File: src/rtl/led_seq_pkg.sv
// Shared definitions for the LED sequencer: FSM states, bank-select one-hots
// and default tick lengths.
package led_seq_pkg;

    typedef enum logic [1:0] {
        StIdle  = 2'd0,
        StRun   = 2'd1,
        StPause = 2'd2
    } state_e;

    localparam logic [2:0] ColorRed   = 3'b001;
    localparam logic [2:0] ColorGreen = 3'b010;
    localparam logic [2:0] ColorBlue  = 3'b100;

    localparam int unsigned SpdW = 2;

    localparam int unsigned DefLim0 = 2 ** 20;
    localparam int unsigned DefLim1 = 2 ** 21;
    localparam int unsigned DefLim2 = 2 ** 22;
    localparam int unsigned DefLim3 = 2 ** 23;

    // red -> green -> blue -> red
    function automatic logic [2:0] next_color(input logic [2:0] color);
        return {color[1:0], color[2]};
    endfunction

endpackage

File: src/rtl/sync_2ff.sv
// Two-flop synchronizer for slow asynchronous level inputs.
module sync_2ff #(
    parameter int unsigned Width = 1
) (
    input  logic             clk_i,
    input  logic             rst_ni,
    input  logic [Width-1:0] d_i,
    output logic [Width-1:0] q_o
);

    logic [Width-1:0] meta_q;
    logic [Width-1:0] sync_q;

    always_ff @(posedge clk_i or negedge rst_ni) begin
        if (!rst_ni) begin
            meta_q <= '0;
            sync_q <= '0;
        end else begin
            meta_q <= d_i;
            sync_q <= meta_q;
        end
    end

    assign q_o = sync_q;

endmodule

File: src/rtl/led_seq_ctrl.sv
// LED sequencer: switch-controlled tick generator producing shift strobes,
// shift direction and a rotating red/green/blue bank select.
module led_seq_ctrl
    import led_seq_pkg::*;
#(
    parameter int unsigned N_LED = 4,
    parameter int unsigned CNT_W = 24,
    parameter int unsigned LIM0  = DefLim0,
    parameter int unsigned LIM1  = DefLim1,
    parameter int unsigned LIM2  = DefLim2,
    parameter int unsigned LIM3  = DefLim3
) (
    input  logic       clock,
    input  logic       i_reset,
    input  logic [3:0] i_sw,
    output logic       o_valid,
    output logic       o_dir,
    output logic [2:0] o_color,
    output logic       o_busy
);

    localparam int unsigned ShW = (N_LED > 1) ? $clog2(N_LED) : 1;

    localparam logic [CNT_W-1:0] Lim0M1 = CNT_W'(LIM0 - 1);
    localparam logic [CNT_W-1:0] Lim1M1 = CNT_W'(LIM1 - 1);
    localparam logic [CNT_W-1:0] Lim2M1 = CNT_W'(LIM2 - 1);
    localparam logic [CNT_W-1:0] Lim3M1 = CNT_W'(LIM3 - 1);
    localparam logic [ShW-1:0]   ShLast = ShW'(N_LED - 1);

    logic [3:0] sw_s;

    sync_2ff #(
        .Width(4)
    ) u_sync (
        .clk_i (clock),
        .rst_ni(i_reset),
        .d_i   (i_sw),
        .q_o   (sw_s)
    );

    state_e           state_q, state_d;
    logic [CNT_W-1:0] cnt_q, cnt_d;
    logic [ShW-1:0]   shift_q, shift_d;
    logic [2:0]       color_q, color_d;
    logic [SpdW-1:0]  spd_q;
    logic             valid_q, dir_q, dir_d;
    logic             tick, spd_chg;
    logic [CNT_W-1:0] lim_m1;

    assign spd_chg = (sw_s[2:1] != spd_q);

    always_comb begin
        lim_m1 = Lim0M1;
        unique case (spd_q)
            2'd0: lim_m1 = Lim0M1;
            2'd1: lim_m1 = Lim1M1;
            2'd2: lim_m1 = Lim2M1;
            2'd3: lim_m1 = Lim3M1;
            default: lim_m1 = Lim0M1;
        endcase
    end

    always_comb begin
        state_d = state_q;
        unique case (state_q)
            StIdle:  if (sw_s[0])  state_d = StRun;
            StRun:   if (!sw_s[0]) state_d = StPause;
            StPause: if (sw_s[0])  state_d = StRun;
            default: state_d = StIdle;
        endcase

        cnt_d   = cnt_q;
        tick    = 1'b0;
        shift_d = shift_q;
        color_d = color_q;
        dir_d   = dir_q;

        // A speed change restarts the count in any state so it never exceeds the new limit.
        if (spd_chg) begin
            cnt_d = '0;
        end else if (state_q == StRun) begin
            if (cnt_q == lim_m1) begin
                cnt_d = '0;
                tick  = 1'b1;
            end else begin
                cnt_d = cnt_q + 1'b1;
            end
        end

        if (tick) begin
            dir_d = sw_s[3];
            if (shift_q == ShLast) begin
                shift_d = '0;
                color_d = next_color(color_q);
            end else begin
                shift_d = shift_q + 1'b1;
            end
        end
    end

    always_ff @(posedge clock or negedge i_reset) begin
        if (!i_reset) begin
            state_q <= StIdle;
            cnt_q   <= '0;
            shift_q <= '0;
            color_q <= ColorRed;
            spd_q   <= '0;
            valid_q <= 1'b0;
            dir_q   <= 1'b0;
        end else begin
            state_q <= state_d;
            cnt_q   <= cnt_d;
            shift_q <= shift_d;
            color_q <= color_d;
            spd_q   <= sw_s[2:1];
            valid_q <= tick;
            dir_q   <= dir_d;
        end
    end

    assign o_valid = valid_q;
    assign o_dir   = dir_q;
    assign o_color = color_q;
    assign o_busy  = (state_q == StRun);

endmodule

File: config.mk
export PLATFORM = sky130hd
export DESIGN_NAME = led_seq_ctrl
export DESIGN_NICKNAME = d
export VERILOG_FILES = /design/src/rtl/led_seq_pkg.sv /design/src/rtl/sync_2ff.sv /design/src/rtl/led_seq_ctrl.sv
export SDC_FILE = /design/constraint.sdc
export NUM_CORES = 1
export LEC_CHECK = 0
export CORE_MARGIN = 3
export CORE_UTILIZATION = 55
export CTS_CLUSTER_DIAMETER = 150
export CTS_CLUSTER_SIZE = 30
export DETAILED_ROUTE_END_ITERATION = 6
export PLACE_DENSITY = 0.84
export SLEW_MARGIN = 10
export SYNTH_ARGS = -nofsm -noshare
export SYNTH_HDL_FRONTEND = slang
export SYNTH_HIERARCHICAL = 1
export SYNTH_SLANG_ARGS = --single-unit
File: constraint.sdc
create_clock -name clock -period 4.62 [get_ports clock]
set_clock_uncertainty 0.2 [all_clocks]
set_input_delay 0.924 -clock clock [delete_from_list [all_inputs] [get_ports clock]]
set_output_delay 0.924 -clock clock [all_outputs]
set_load 0.01 [all_outputs]
==> flow_metrics.py, run 1 <==
metrics = {
    "outcome": {
        "status": "finished clean",
    },
    "sta": {
        "min_period_over_period_pct": 66.71,
        "hold_viol_final": 0,
        "slew_violations": 0,
        "timing.hold.ws_ns": 0.1658,
        "min_period_ns": 3.082,
        "max_slew_margin_pct": 39.94,
        "finalSetupViolCount": 0,
        "rsz0062_at_grt": "false",
        "max_clock_freq_mhz": 324.5,
        "worst_pin_slew_ns": 0.9009,
        "finalSetupTns_ns": 0,
    },
    "placement": {
        "gp_congestion": 1.000,
        "dpl.cell_count": 236,
        "portBuffers": 11,
        "dpl.hpwl_mm": 2.537,
    },
    "yosys": {
        "yosysTopAreaCell": "dfrtp_1",
        "synth_cell_types": 36,
        "ys_seq_area_share_pct": 55.02,
        "async_flop_share_pct": 100.0,
        "synth_top_cells_by_count": "42 x dfrtp_1, 26 x nor2_1, 18 x nand2_1",
        "synth.most_common_cell": "dfrtp_1",
        "synthesis.nets": 190,
        "synth_ff_type": "dfrtp_1",
        "synthTopCellsByArea": "dfrtp_1 54%, xor2_1 7.6%, nor2_1 5.0%, nand2_1 3.5%, mux2_2 3.5%",
        "synth_top_area_share_pct": 53.67,
        "ys_warn_count": 6,
        "syn_area_per_cell_um2": 10.76,
        "synth_edf_count": 0,
        "ys_ff_latch": 43,
        "syn_inst": 182,
        "syn_area_mm2": 0.001958,
    },
    "floorplan": {
        "start_util_pct": 57.77,
        "top_level_ports": 12,
        "design.core.area_mm2": 0.003390,
        "rows": 21,
        "die_y_um": 65.67,
        "die-area_mm2": 0.004312,
        "die_x_um": 65.67,
    },
    "cts": {
        "cts.sink_count": 43,
        "cts_tree": "done",
        "holdBufCountCts": 0,
        "clk_pin_slew_ns": 0.13,
        "cts_buffer_depth": 2,
        "cts_buffers": 5,
        "cts_setup_buffers": 0,
        "clk_latency_ns": 0.35,
        "h-tree-depth": 2,
        "cts_resized": 0,
        "clockRootBuffer": "clkbuf_4",
    },
    "run": {
        "maxCapViolCount": 0,
    },
    "critical_path": {
        "critPathLaunchType": "register",
        "critical_path_class": "reg -> out",
        "arrival_ns": 1.96,
        "crit_fanout": 14,
        "crit_required_ns": 3.50,
        "cp-end-kind": "output port",
        "rr_worst_depth": 5,
    },
    "routing": {
        "ant_nets": 0,
        "drc": 0,
        "via_per_inst": 5.984,
        "wirelength_mm": 3.677,
        "dr_total_vias": 1460,
        "wire_per_inst_um": 15.07,
        "dr.pass1.iters": 4,
        "detail_route.iter0.violations": 89,
    },
    "worst_hold_path": {
        "min_path_type": "reg -> reg",
        "whs_path_depth": 0,
    },
    "finish": {
        "diodes": 0,
        "nets": 205,
        "final_cells": 244,
        "utilization_pct": 65.49,
        "layout-drive-gt1-share_pct": 12.12,
        "syn_to_final_growth_pct": 13.35,
    },
    "grt": {
        "antenna_found_initial": 0,
        "grt_pass1_wl_mm": 6.417,
        "grt.overflow.total": 0,
        "gr-usage-all-layers_pct": 19.71,
        "grt_max_degree": 44,
        "grt_pass1_vias": 1459,
    },
    "power_and_ir_drop": {
        "power.density_mw_per_mm2": 321.3,
        "peakVddDrop_uv": 220.6,
        "p_leak_nw": 0.9288,
    },
}
[placed cells by master, fill, tap and decap left out, types with 2 or more instances in the layout]
cell type	synthesis	layout
nand2_1	18	18
or3_1	2	2
xnor2_1	3	3
nand3b_1	3	3
nor2_1	26	26
mux2_2	6	6
nand4_1	10	10
nor3_1	4	4
dfrtp_1	42	42
nand2b_1	2	2
xor2_1	17	17
a31oi_1	2	2
inv_1	2	2
bufinv_16	0	2
clkbuf_4	0	5
o21ai_0	4	4
a21oi_1	6	6
ha_1	2	2
nand3_1	10	10
nor4_1	3	3
clkdlybuf4s50_1	0	10
[flip-flops by register name, indices dropped and copies added (netlist names)]
name           flops
spd_q              2
u_sync/q_o         4
state_q            2
shift_q            2
u_sync/meta_q      4
o_color            3
o_valid            1
cnt_q             24
o_dir              1
[per-layer routing]
layer | vias to the layer above | part of all wire, % | global-route usage, %
li1 | 671 | - | -
met1 | 709 | 43 | 24.49
met2 | 62 | 47 | 31.79
met3 | 18 | 6.2 | 5.641
met4 | 0 | 3.1 | 8.808
met5 | - | 0 | 0
[through the flow]
step	power, mW	area [µm²]	setup slack [ns]
3_5_place_dp	0.4298	2108	1.860
3_3_place_gp	0.4279	2108	2.017
2_1_floorplan	0.4120	1958	2.179
4_1_cts	0.7189	2213	1.561
6_report	0.7131	2220	1.538
5_1_grt	0.7407	2220	1.437
[layout make-up]
class	instances	area, µm²
Clock buffer	5	37.54
Clock inverter	3	67.56
Fill cell	252	1170
Inverter	2	7.507
Multi-Input combinational cell	133	859.6
Sequential cell	43	1077
Tap cell	46	57.56
Timing Repair Buffer	12	112.6
[critical path, stage by stage, from the launching register on]
cell             delay (ns)
dfrtp_1                0.41
nand2b_1               0.37
inv_1                  0.26
clkdlybuf4s50_1        0.57
[logic make-up (layout without fill, tap and decap cells)]
kind of cell / count (synthesis) / count (layout) / share of synthesized area [%]
and+or+nand+nor: 88 / 88 / 23.51
DFF: 43 / 43 / 55.02
xor gates and xnor gates: 20 / 20 / 8.946
AOI/OAI and AO/OA: 17 / 17 / 6.390
muxes: 6 / 6 / 3.450
buffers and inverters: 6 / 22 / 1.406
adders and majority gates: 2 / 2 / 1.278
[worst paths after layout]
check                            startpoint             to  slack (ns)
max                              state_q[1]         o_busy        1.54
min                        u_sync/meta_q[2]  u_sync/q_o[2]        0.17
max reg2reg                       cnt_q[20]     shift_q[0]        1.80
min reg2reg                u_sync/meta_q[2]  u_sync/q_o[2]        0.17
max in group asynchronous           i_reset       cnt_q[9]        3.17
min in group asynchronous           i_reset       cnt_q[4]        0.48
[power by group]
group	switching, mW	internal (mW)
combinational	0.0238	0.0115
clock	0.122	0.168
sequential	0.00462	0.383
No activity file was read; power rests on OpenSTA's default activity.
==> run 2: changes to the inputs <==
==> constraint.sdc (replaced) <==
create_clock -name clock -period 3.06 [get_ports clock]
set_clock_uncertainty 0.2 [all_clocks]
set_input_delay 0.612 -clock clock [delete_from_list [all_inputs] [get_ports clock]]
set_output_delay 0.612 -clock clock [all_outputs]
set_load 0.01 [all_outputs]
==> run 2 against run 1 <==
Effect of this change:
- via count shrank 4.1%
- critical path depth grew 2
- global-route usage shrank 0.76 points
- count of clock-buffer cells in the layout is the same
- highest routed layer unchanged
- die area is the same
- sequential power grew 51%
- worst hold slack lost 0.0030 ns
- register-to-register slack lost 1.5 ns
- final area shrank 1.7%
- wire length shrank 7.6%
- non-clock buffer count grew 2
- largest power group unchanged
- sequential cell count is the same
==> flow_metrics.py, run 2 (synthesis results as in run 1) <==
metrics = {
    "outcome": {
        "status": "finished clean",
    },
    "cts": {
        "cts_buffer_depth": 2,
        "holdBufCountCts": 0,
        "clk_latency_ns": 0.36,
        "cts_setup_buffers": 0,
        "clk_pin_slew_ns": 0.12,
        "cts.sink_count": 43,
        "cts_buffers": 5,
        "cts_resized": 0,
        "clockRootBuffer": "clkbuf_4",
        "cts_tree": "done",
        "h-tree-depth": 2,
    },
    "worst_hold_path": {
        "whs_path_depth": 0,
        "min_from": "u_sync/meta_q[0]",
        "min_path_type": "reg -> reg",
        "holdPathEnd": "u_sync/q_o[0]",
    },
    "floorplan": {
        "top_level_ports": 12,
        "die-area_mm2": 0.004312,
        "start_util_pct": 57.77,
        "die_x_um": 65.67,
        "die_y_um": 65.67,
        "rows": 21,
        "design.core.area_mm2": 0.003390,
    },
    "grt": {
        "use_met1_pct": 23.27,
        "met2_usage_pct": 30.79,
        "busiest_layer": "met2",
        "grt.overflow.total": 0,
        "antenna_found_initial": 0,
        "gr-usage-all-layers_pct": 18.95,
        "grt_max_degree": 44,
        "grt_pass1_vias": 1394,
        "grt_pass1_wl_mm": 6.127,
        "use_met3_pct": 5.983,
    },
    "sta": {
        "worst_pin_slew_ns": 0.9072,
        "max_clock_freq_mhz": 358.2,
        "min_period_over_period_pct": 91.22,
        "finalSetupViolCount": 0,
        "min_period_ns": 2.791,
        "rsz0062_at_grt": "false",
        "finalSetupTns_ns": 0,
        "max_slew_margin_pct": 39.52,
        "slew_violations": 0,
        "hold_viol_final": 0,
    },
    "critical_path": {
        "cp-end-kind": "register",
        "crit_fanout": 7,
        "timing.rr.start": "cnt_q[20]",
        "critical_path_class": "reg -> reg",
        "crit_required_ns": 3.12,
        "arrival_ns": 2.85,
        "rr_endpoint": "shift_q[1]",
        "rr_worst_depth": 5,
        "crit_chain": "or2_2, a2111oi_4, o21ai_0, nor4_1, mux2_2",
        "ff2ff_setup_slack_ns": 0.27,
        "critPathLaunchType": "register",
        "timing.critical_path.from": "cnt_q[20]",
        "cp_slowest_cell": "nor4_1",
        "slowest_delay_ns": 0.67,
    },
    "run": {
        "maxCapViolCount": 0,
    },
    "routing": {
        "drc": 0,
        "dr_total_vias": 1400,
        "detail_route.iter0.violations": 63,
        "wire_per_inst_um": 13.82,
        "ant_nets": 0,
        "dr.pass1.iters": 4,
        "wirelength_mm": 3.399,
        "via_per_inst": 5.691,
    },
    "finish": {
        "regMostFlops": "cnt_q",
        "final_common_cell": "dfrtp_1",
        "postLayoutCellArea_mm2": 0.002181,
        "diodes": 0,
        "syn_to_final_growth_pct": 11.37,
        "fillers": 260,
        "largest_register_ffs": 24,
        "layout-drive-gt1-share_pct": 12.50,
        "final_cell_mix": "42 x dfrtp_1, 26 x nor2_1, 18 x nand2_1",
        "nets": 207,
    },
    "power_and_ir_drop": {
        "power_mw": 0.9088,
        "peakVddDrop_uv": 394.0,
        "p_leak_nw": 0.9145,
        "power.density_mw_per_mm2": 416.7,
    },
    "placement": {
        "gp_congestion": 0.8869,
        "portBuffers": 11,
        "dpl.hpwl_mm": 2.438,
        "place_area_mm2": 0.002123,
    },
}
-- run 2: layout make-up --
type	instances	area [µm²]	area share [%]
clock buffers	5	37.54	1.721
clock inverters	3	20.02	0.9180
inverters	2	7.507	0.3442
multi-input cells	133	853.3	39.13
flip-flops and latches	43	1077	49.40
well taps	46	57.56	2.639
repair buffers	14	127.6	5.852
-- run 2: worst max-delay path, delay by kind of cell (launching register included) --
family / cells / cell delay, ns
AND/OR/NAND/NOR: 2 / 1.01
AO/OA/AOI/OAI: 2 / 0.61
flip-flops: 1 / 0.46
multiplexers: 1 / 0.40
-- run 2: worst max path at each step --
stage	slack [ns]	to	cells past startpoint
after global placement	0.50	shift_q[1]	5
after floorplan	0.62	o_dir	5
after CTS	0.32	shift_q[1]	5
final	0.27	shift_q[1]	5
after global routing	0.17	shift_q[1]	5
after detailed placement	0.35	shift_q[1]	5
-- run 2: stage by stage --
step / util, % / setup WS [ns] / cells / hold slack [ns]
2_1_floorplan: - / 0.6193 / 182 / 0.1164
3_3_place_gp: 62.64 / 0.4984 / 238 / 0.1337
3_5_place_dp: 62.64 / 0.3452 / 238 / 0.1381
4_1_cts: 64.34 / 0.3170 / 246 / 0.1679
5_1_grt: 64.34 / 0.1707 / 246 / 0.1722
6_report: 64.34 / 0.2685 / 246 / 0.1627
-- run 2: power breakdown --
part           internal, mW  switching [mW]
registers             0.578         0.00659
clock network        0.0877           0.182
logic                0.0189          0.0359
total                 0.685           0.224
-- run 2: metal layers --
metal	up-vias	share of wire (%)	wire, µm
met5	-	0	0
met4	0	2.2	76
met3	8	5.9	200
met2	47	47	1605
met1	666	45	1516
li1	679	-	-
